`src/rtl/mouse_pos_tracker.sv`:
```
// Absolute pointer tracker: accumulates PS/2 mouse deltas into saturating X/Y positions,
// with button edge detection, middle-button freeze and a one-hot coarse-X LED bar.
module mouse_pos_tracker #(
  parameter int unsigned XW    = 10,
  parameter int unsigned YW    = 10,
  parameter int unsigned SHIFT = 0,
  parameter int unsigned Y_INV = 1,
  parameter int unsigned LED_N = 8
) (
  input  logic             clk,
  input  logic             reset,
  input  logic             m_done_tick,
  input  logic [8:0]       xm,
  input  logic [8:0]       ym,
  input  logic [2:0]       btnm,
  input  logic             en,
  output logic [XW-1:0]    x_pos,
  output logic [YW-1:0]    y_pos,
  output logic [LED_N-1:0] led,
  output logic [2:0]       btn_press,
  output logic             move_tick,
  output logic             frozen
);

  localparam int unsigned LW  = $clog2(LED_N);
  // Sum widths leave room for the sign and for +256 after Y negation.
  localparam int unsigned XSW = ((XW > 10) ? XW : 10) + 2;
  localparam int unsigned YSW = ((YW > 10) ? YW : 10) + 2;

  if (SHIFT > 4) begin : g_bad_shift
    $error("mouse_pos_tracker: SHIFT must be 0..4");
  end
  if (LED_N < 2 || (LED_N & (LED_N - 1)) != 0 || LED_N > (1 << XW)) begin : g_bad_led_n
    $error("mouse_pos_tracker: LED_N must be a power of two in 2..2^XW");
  end

  logic            accept;
  logic [2:0]      btn_prev;
  logic signed [9:0] dx, dy_raw, dy;
  logic [XSW-1:0]  x_sum;
  logic [YSW-1:0]  y_sum;
  logic [XW-1:0]   x_move, x_next;
  logic [YW-1:0]   y_move, y_next;
  logic [LW-1:0]   led_idx;

  assign accept = m_done_tick & en;

  assign dx     = $signed({xm[8], xm}) >>> SHIFT;
  assign dy_raw = $signed({ym[8], ym}) >>> SHIFT;
  assign dy     = (Y_INV != 0) ? -dy_raw : dy_raw;

  // Unsigned adders; the top bit of each sum acts as the sign.
  assign x_sum = {{(XSW - XW){1'b0}}, x_pos} + {{(XSW - 10){dx[9]}}, dx};
  assign y_sum = {{(YSW - YW){1'b0}}, y_pos} + {{(YSW - 10){dy[9]}}, dy};

  always_comb begin
    x_move = x_sum[XSW-1] ? '0 : (|x_sum[XSW-2:XW]) ? '1 : x_sum[XW-1:0];
    y_move = y_sum[YSW-1] ? '0 : (|y_sum[YSW-2:YW]) ? '1 : y_sum[YW-1:0];
  end

  always_comb begin
    x_next = x_move;
    y_next = y_move;
    if (btnm[0]) begin
      x_next = '0;
      y_next = '0;
    end else if (btnm[1]) begin
      x_next = '1;
      y_next = '1;
    end else if (frozen) begin
      x_next = x_pos;
      y_next = y_pos;
    end
  end

  always_ff @(posedge clk or posedge reset) begin
    if (reset) begin
      x_pos     <= '0;
      y_pos     <= '0;
      btn_prev  <= '0;
      btn_press <= '0;
      move_tick <= 1'b0;
      frozen    <= 1'b0;
    end else begin
      move_tick <= 1'b0;
      btn_press <= '0;
      if (accept) begin
        move_tick <= 1'b1;
        btn_press <= btnm & ~btn_prev;
        btn_prev  <= btnm;
        // New freeze state applies from the next packet; this one used the old value.
        if (btnm[2] & ~btn_prev[2]) frozen <= ~frozen;
        x_pos <= x_next;
        y_pos <= y_next;
      end
    end
  end

  assign led_idx = x_pos[XW-1 -: LW];

  // idx 0 lights the MSB, so the lit bit is LED_N-1-idx == ~idx.
  always_comb begin
    led = '0;
    led[~led_idx] = 1'b1;
  end

endmodule

```
`config.mk`:
```
export PLATFORM = sky130hd
export DESIGN_NAME = mouse_pos_tracker
export DESIGN_NICKNAME = d
export VERILOG_FILES = /design/src/rtl/mouse_pos_tracker.sv
export SDC_FILE = /design/constraint.sdc
export NUM_CORES = 1
export LEC_CHECK = 0
export ABC_AREA = 0
export CAP_MARGIN = 25
export CORE_MARGIN = 5
export CORE_UTILIZATION = 43
export DETAILED_ROUTE_END_ITERATION = 12
export PLACE_DENSITY = 0.83
export REMOVE_ABC_BUFFERS = 1
export SYNTH_ARGS = -nofsm -noshare
export SYNTH_HDL_FRONTEND = slang
export SYNTH_SLANG_ARGS = --single-unit
```
`constraint.sdc`:
```
create_clock -name clk -period 2.6 [get_ports clk]
set_input_delay 0.52 -clock clk [delete_from_list [all_inputs] [get_ports clk]]
set_output_delay 0.52 -clock clk [all_outputs]
set_load 0.05 [all_outputs]
```
* Word level (Yosys, flattened, before mapping)
Cells that the tools add are included.
** Storage, ports and cells
- Word-level logic and storage cells :: 36
- Input port bits :: 25
- Register bits :: 28
** Operators by class
- Order comparisons :: 2
- Multiplexer cells :: 14
- Equality and inequality tests :: 1
- Reduce and logical (&&, ||, !) cells :: 3
- $add $sub $neg :: 3
- Bitwise gates (word level) :: 7
** Operator list (count)
- two-way mux 10 bit :: 10
- adder 11 x 10 -> 12 bit :: 1
- adder 11 x 9 -> 12 bit :: 1
- negation 9 -> 10 bit :: 1
- NOT 3 bit :: 2
- less-than comparator 3 x 4 -> 1 bit (second input constant) :: 1
- AND reduction 2 bit :: 2
- AND 3 bit :: 1
- demux 1 bit (select 3 bit) :: 1
- >= comparator 3 x 1 -> 1 bit (second input constant) :: 1
- two-way mux 3 bit :: 1
- != test 3 bit (second input constant) :: 1
- AND 1 bit :: 2
- two-way mux 1 bit :: 2
- NOT 1 bit :: 2
- logical AND 1 bit :: 1

* Depth between registers and ports, before layout
Gate-level depths: netlist of the first run.
- Word-level depth :: 7
- Depth in mapped cells :: 9
- Depth with buffers taken out :: 9

* Least setup slack after synthesis of the first run
Ideal clock, no wire load.
- Path kind :: flip-flop to output port
- Start :: register x_pos[8]
- End :: output led[5]
- Slack :: -0.016 ns
- Cell stages (with the launch flop) :: 3
- Arrival time :: 2.096 ns
- Cell sequence :: dfrtp_1 -> clkbuf_1 -> nor3b_1
** Between the ends
- Cells in the longest elaborated chain, start to end :: 5
- Elaborated cells between the ends (all ways) :: 6
- Those cells by class :: order compare: 2; mux: 2; bitwise: 1; reduce/logical: 1
** Ends and longest elaborated chain
- from (decl) :: RTL line 17 : output logic [XW-1:0] x_pos,
- from (signal assigned) :: RTL line 93 : x_pos <= x_next;
- NOT 3 bit (*) :: RTL line 104 : led[~led_idx] = 1'b1;
- less-than comparator 3 x 4 -> 1 bit (implied by the code) / >= comparator 3 x 1 -> 1 bit (equally long branches) :: RTL line 104
- logical AND 1 bit (implied by the code) :: RTL line 104
- two-way mux 1 bit (implied by the code) :: RTL line 104
- demux 1 bit (select 3 bit) (*) :: RTL line 104
- to (decl) :: RTL line 19 : output logic [LED_N-1:0] led,
Mark *: on every way between the ends. The rest lies on a longest branch, timed or not.

* Worst setup path in the final report of the first run
- Start :: input ym[3]
- End :: register y_pos[7]
** Between the ends
- Cells in the longest elaborated chain, start to end :: 7
** Ends and longest elaborated chain
- from (decl) :: RTL line 14 : input logic [8:0] ym,
- negation 9 -> 10 bit (*) :: RTL line 50 : assign dy = (Y_INV != 0) ? -dy_raw : dy_raw;
- adder 11 x 10 -> 12 bit (*) :: RTL line 54 : assign y_sum = {{(YSW - YW){1'b0}}, y_pos} + {{(YSW - 10){dy[9]}}, dy};
- two-way mux 10 bit :: RTL line 58 : y_move = y_sum[YSW-1] ? '0 : (|y_sum[YSW-2:YW]) ? '1 : y_sum[YW-1:0];
- two-way mux 10 bit (*) :: RTL line 58
- two-way mux 10 bit (*) :: RTL line 70 : end else if (frozen) begin
- two-way mux 10 bit (*) :: RTL line 67 : end else if (btnm[1]) begin
- two-way mux 10 bit (*) :: RTL line 64 : if (btnm[0]) begin
- to (signal assigned) :: RTL line 94 : y_pos <= y_next;
- to (decl) :: RTL line 18 : output logic [YW-1:0] y_pos,
Mark *: on every way between the ends. The rest lies on a longest branch, timed or not. The select of a mux whose other input is x is not followed.
A chain may end at the register's enable or synchronous reset.

==> results of run 1 <==
cell type report:
type | count | area [um^2]
Fill cell | 430 | 1790
Multi-Input combinational cell | 209 | 1590
Timing Repair Buffer | 99 | 888
Sequential cell | 28 | 701
Tap cell | 70 | 87.6
Inverter | 20 | 75.1
Clock buffer | 3 | 41.3
how the worst max path moves through the flow:
stage | end | slack [ns] | cells after the start
after floorplan | led[2] | 0.0008 | 2
after global placement | y_pos[7]$_DFFE_PP0P_ | -0.17 | 10
after detailed placement | x_pos[4]$_DFFE_PP0P_ | -0.26 | 8
after CTS | x_pos[4]$_DFFE_PP0P_ | 0.01 | 9
after global routing | y_pos[3]$_DFFE_PP0P_ | -0.009 | 10
final | y_pos[7]$_DFFE_PP0P_ | 0.08 | 9
metrics by stage:
step                hold WS, ns  util, %  total power, uW  TNS, ns
finish                    0.440     65.4             3310        0
global route              0.465     65.4             3550  -0.0144
CTS                       0.441     63.3             3210        0
detailed placement        0.428     62.5             2960    -4.12
global placement          0.416     62.5             2910    -2.89
floorplan                 0.403        -             2150        0
synth_stat cells, types with 2 or more instances:
cell      instances  area share (%)
mux2_2            2            0.98
nand3_1           2            0.43
xor2_1            5             1.9
a21oi_1          33             7.2
and2_1            2            0.54
inv_1            20             3.3
or3_1             2            0.54
a41oi_1           2            0.76
a221oi_1          2            0.76
nor3_1            4            0.87
nand2b_1          4             1.1
a21o_1            7             2.3
xnor2_1           8             3.0
o21ai_1           6             1.3
ha_1             22              12
o21bai_1          3            0.98
nor2_1           26             4.2
dfrtp_1          28              30
a31oi_1           3            0.81
o31ai_1          10             3.3
clkbuf_1          7             1.1
nor3b_1          10             3.3
o211ai_1          2            0.65
o21ai_0          17             3.7
nand3b_1          2            0.65
a211oi_1          4             1.3
nand2_1           9             1.5
and3_1            3            0.81
fa_1              2             1.7
metal layers:
| layer | wire length (um) | part of all wire [%] | vias to the layer above | global-route usage [%] |
|---|---|---|---|---|
| met5 | 0 | 0 | - | 0 |
| met4 | 49 | 0.79 | 0 | 4.01 |
| met3 | 275 | 4.4 | 10 | 2.57 |
| met2 | 3270 | 53 | 66 | 32.4 |
| met1 | 2600 | 42 | 1111 | 21.3 |
| li1 | - | - | 1155 | - |
state kept, by name (all words and copies together), names as in the netlist:
name,flops
btn_press,3
btn_prev,3
frozen,1
move_tick,1
x_pos,10
y_pos,10
cells by family after synthesis:
family,Yosys count,share of synthesized area (%)
AO/OA/AOI/OAI,97,28.3
adder cells (fa/ha/maj),24,13.7
multiplexers,2,0.975
buffers and inverters,28,4.55
flip-flops,28,30.3
AND/OR/NAND/NOR,72,16.5
XOR/XNOR,14,5.63
power breakdown:
| part | switching (uW) | total, uW | internal (uW) |
|---|---|---|---|
| clock network | 127 | 231 | 104 |
| registers | 129 | 679 | 550 |
| logic | 1370 | 2400 | 1030 |
| total | 1630 | 3310 | 1690 |
what timing repair did:
action                                  CTS  global route
hold buffers                              0             0
pin swaps                                 0             5
buffers inserted                          0             3
endpoints found under the setup margin    1            20
resized for setup                         1            20
==> flow_summary.json, run 1 <==
{
  "min_to": "btn_press[0]$_DFF_PP0_",
  "start_util_pct": 44.7,
  "hold_path_class": "reg -> reg",
  "rows": 26,
  "cp.required_ns": 2.75,
  "period_share_pct": 96.9,
  "cp_slowest_stage_delay_ns": 0.46,
  "fin_nets": 410,
  "rsz0062_at_grt": "yes",
  "die-area_mm2": 0.00694,
  "wirelength_um": 6200,
  "crit_path_top_delay_cell": "clkdlybuf4s50_1",
  "fin_ws_ns": 0.0819,
  "critPathCaptureType": "register",
  "reg2reg_from": "y_pos[0]$_DFFE_PP0P_",
  "post-route-cell-area_mm2": 0.00338,
  "grt_pass1_vias": 2345,
  "maxSlewHeadroom_pct": 65.4,
  "dp_cells": 423,
  "setup_viol": 0,
  "peakVddDrop_mv": 0.559,
  "grt_pass1_wl_um": 10500,
  "syn_inst": 265,
  "viasPerCell": 5.46,
  "antenna_left": 0,
  "r2r_cells": 10,
  "place_congestion": 0.943,
  "hold_start": "btn_prev[0]$_DFFE_PP0P_",
  "vias": 2342,
  "drt-initial-drc-count": 82,
  "clock_path_buffers": 2,
  "drv_slew": 0,
  "max_freq_mhz": 397,
  "wire_per_inst_um": 14.4,
  "clk_pin_slew_ns": 0.09,
  "synth_edf_count": 0,
  "yosysWarnings": 0,
  "mostFrequentLayoutCells": "clkdlybuf4s50_1, buf_4, a21oi_1",
  "crit_type": "in -> reg",
  "yosysUniqueCellTypes": 47,
  "die_x_um": 83.3,
  "drive_gt1_share_pct": 19.8,
  "diodes": 0,
  "reg2reg_to": "y_pos[3]$_DFFE_PP0P_",
  "synthToLayoutAreaGrowth_pct": 46.5,
  "path_buf_inv": 2,
  "synthFlopType": "dfrtp_1",
  "cp_cell_sequence": "clkdlybuf4s50_1, inv_1, ha_1, and2_2, a221oi_1, a31oi_1, or3_1, a21oi_1, o31ai_2",
  "post-route-min-period_ns": 2.52,
  "clock_latency_ns": 0.27,
  "final_cell_count_no_fill": 429,
  "cts_tree": "yes",
  "hold_depth": 1,
  "cp-start-kind": "input port",
  "finalHoldViolations": 0,
  "grt_usage_pct": 17.5,
  "htreeDepth": 1,
  "status": "finished, final reports clean",
  "io_pins": 58,
  "cts_num_sinks": 28,
  "finClkSkew_ns": 0.00154,
  "crit_arrival_ns": 2.67,
  "dieHeight_um": 83.3,
  "power.density_mw_per_mm2": 978,
  "startpoint": "ym[3]",
  "synth-seq-cells": 28,
  "grt.overflow.total": 0,
  "final_common_cell": "clkdlybuf4s50_1",
  "antenna_found_initial": 0,
  "async_flop_share_pct": 100,
  "placed_cell_area_mm2": 0.00323,
  "cts_buffers": 3,
  "worst-path-max-fanout": 4,
  "critical_path.top_delay_family": "compound AO/OA/AOI/OAI gates",
  "maxCapViolations": 0,
  "place_ws_ns": -0.264,
  "max_slew.worst_pin.slew_ns": 0.517,
  "p_leak_uw": 0.00153,
  "ys_seq_area_share_pct": 30.3,
  "drt-pass1-iter-count": 5,
  "core-area_mm2": 0.00517,
  "dp_hpwl_um": 4840,
  "grt_max_degree": 29,
  "drcViolationCount": 0,
  "synth_area_per_cell_um2": 8.72,
  "numPortBuffers": 57,
  "clockRootBuffer": "clkbuf_8",
  "ff2ff_setup_slack_ns": 0.37,
  "synth_area_mm2": 0.00231
}
Note: power is estimated with default switching activity, not from simulation.
==> run 2, diff against run 1 <==
Settings changed: DONT_BUFFER_PORTS set to 1, PLACE_DENSITY 0.83 to 0.7, SLEW_MARGIN set to 20.
==> flow_summary.json, run 2 (synthesized netlist as in run 1, its figures left out) <==
{
  "status": "finished, final reports clean",
  "critPathCaptureType": "register",
  "io_pins": 58,
  "clockRootBuffer": "clkbuf_8",
  "drt-pass1-iter-count": 6,
  "finClkSkew_ns": 0.00185,
  "antenna_left": 0,
  "crit_type": "reg -> reg",
  "post_cts_resized": 0,
  "rsz0062_at_grt": "no",
  "die_x_um": 83.3,
  "mostFrequentLayoutCells": "a21oi_1, buf_4, dfrtp_1",
  "setup_viol": 0,
  "cts_num_sinks": 28,
  "grt_pass1_wl_um": 9380,
  "grt_usage_pct": 15.9,
  "grt_pass1_vias": 2039,
  "hold_path_class": "in -> async",
  "period_share_pct": 88.9,
  "finalHoldViolations": 0,
  "rows": 26,
  "cts_buffers": 3,
  "r2r_cells": 8,
  "cp.required_ns": 2.76,
  "cts_setup_buffers": 0,
  "crit_path_top_delay_cell": "a2111oi_2",
  "path_buf_inv": 1,
  "drcViolationCount": 0,
  "cp_cell_sequence": "inv_1, ha_1, o21bai_1, nor3b_1, a2111oi_2, o311ai_4, nor2_1, o21ai_0",
  "cp-start-kind": "register",
  "p_leak_uw": 0.00127,
  "maxCapViolations": 0,
  "wirelength_um": 5510,
  "numPortBuffers": 0,
  "post-route-min-period_ns": 2.31,
  "met2_length_um": 2730,
  "die-area_mm2": 0.00694,
  "antenna_found_initial": 0,
  "cp_slowest_stage_delay_ns": 0.46,
  "synthToLayoutAreaGrowth_pct": 17.2,
  "diodes": 0,
  "start_util_pct": 44.7,
  "cts_tree": "yes",
  "drv_slew": 0,
  "worst-path-max-fanout": 10,
  "maxSlewHeadroom_pct": 60.4,
  "wire_per_inst_um": 15.1,
  "max_slew.worst_pin.slew_ns": 0.590,
  "vias": 2023,
  "fin_nets": 344,
  "clock_path_buffers": 2,
  "hold_buffers": 0,
  "crit_arrival_ns": 2.47,
  "htreeDepth": 1,
  "max_freq_mhz": 433,
  "core-area_mm2": 0.00517,
  "dr.max_layer_used": "met4",
  "dp_hpwl_um": 4250,
  "path_depth": 8,
  "largest_registers": "x_pos x10, y_pos x10",
  "peakVddDrop_mv": 0.459,
  "wl_met1_um": 2430,
  "final_cell_count_no_fill": 364,
  "tns_ns": 0,
  "critical_path.top_delay_family": "compound AO/OA/AOI/OAI gates",
  "viasPerCell": 5.56,
  "p_total_uw": 2950,
  "clock_latency_ns": 0.28,
  "clk_pin_slew_ns": 0.10,
  "grt_max_degree": 29,
  "dieHeight_um": 83.3,
  "grt.overflow.total": 0,
  "drt-initial-drc-count": 45,
  "place_congestion": 0.894,
  "dp_cells": 360,
  "drive_gt1_share_pct": 18.0,
  "route.met3.wl_um": 275,
  "nFillCells": 503,
  "power.density_mw_per_mm2": 1090
}
-- run 2: cell count changes in the layout (fill, tap and decap cells not counted), moves of 4 or more --
cell | previous run | this run
buf_4 | 42 | 33
clkdlybuf4s50_1 | 56 | 0
o21ai_0 | 12 | 16
o21ai_1 | 11 | 7
-- run 2: path summary, 6_finish.rpt --
kind                                          from                       to  slack, ns
min                                          reset      move_tick$_DFF_PP0_       0.20
min reg2reg                btn_prev[0]$_DFFE_PP0P_   btn_press[0]$_DFF_PP0_       0.43
max reg2reg                   x_pos[9]$_DFFE_PP0P_     x_pos[2]$_DFFE_PP0P_       0.29
min in group clk                           btnm[2]  btn_prev[2]$_DFFE_PP0P_       0.39
max in group asynchronous                    reset     x_pos[4]$_DFFE_PP0P_       2.13
max                           x_pos[9]$_DFFE_PP0P_     x_pos[2]$_DFFE_PP0P_       0.29
-- run 2: worst register-to-register path, delay by kind of cell (launching register included) --
kind | cells | cell delay (ns)
simple gates | 2 | 0.34
fa+ha+maj | 1 | 0.28
flops | 1 | 0.39
compound gates | 4 | 1.05
buf+inv | 1 | 0.13
-- run 2: stage by stage --
| stage | setup slack [ns] | util (%) | area, um^2 | hold slack [ns] |
|---|---|---|---|---|
| floorplan | 0.000785 | - | 2280 | 0.403 |
| global placement | 0.139 | 50.8 | 2630 | 0.409 |
| detailed placement | 0.0887 | 50.8 | 2630 | 0.426 |
| CTS | 0.225 | 52.2 | 2700 | 0.202 |
| global route | 0.0672 | 52.3 | 2710 | 0.214 |
| finish | 0.289 | 52.3 | 2710 | 0.198 |
-- run 2: area by class of cell --
| cell class | count | area (um^2) | share of cell area, % |
|---|---|---|---|
| well taps | 70 | 87.6 | 3.24 |
| clock inverters | 1 | 30.0 | 1.11 |
| flip-flops and latches | 28 | 701 | 25.9 |
| clock buffers | 3 | 41.3 | 1.53 |
| repair buffers | 33 | 248 | 9.15 |
| multi-input cells | 209 | 1520 | 56.3 |
| inverters | 20 | 75.1 | 2.77 |
-- run 2: power by group --
group / switching, uW / internal (uW)
clock network: 147 / 206
registers: 114 / 549
logic: 1250 / 691
total: 1510 / 1450
-- run 2: routing by layer --
metal,GRT usage (%),vias to the layer above
met5,0,-
li1,-,1023
met2,27.8,40
met1,19.4,951
met4,4.01,0
met3,4.16,9
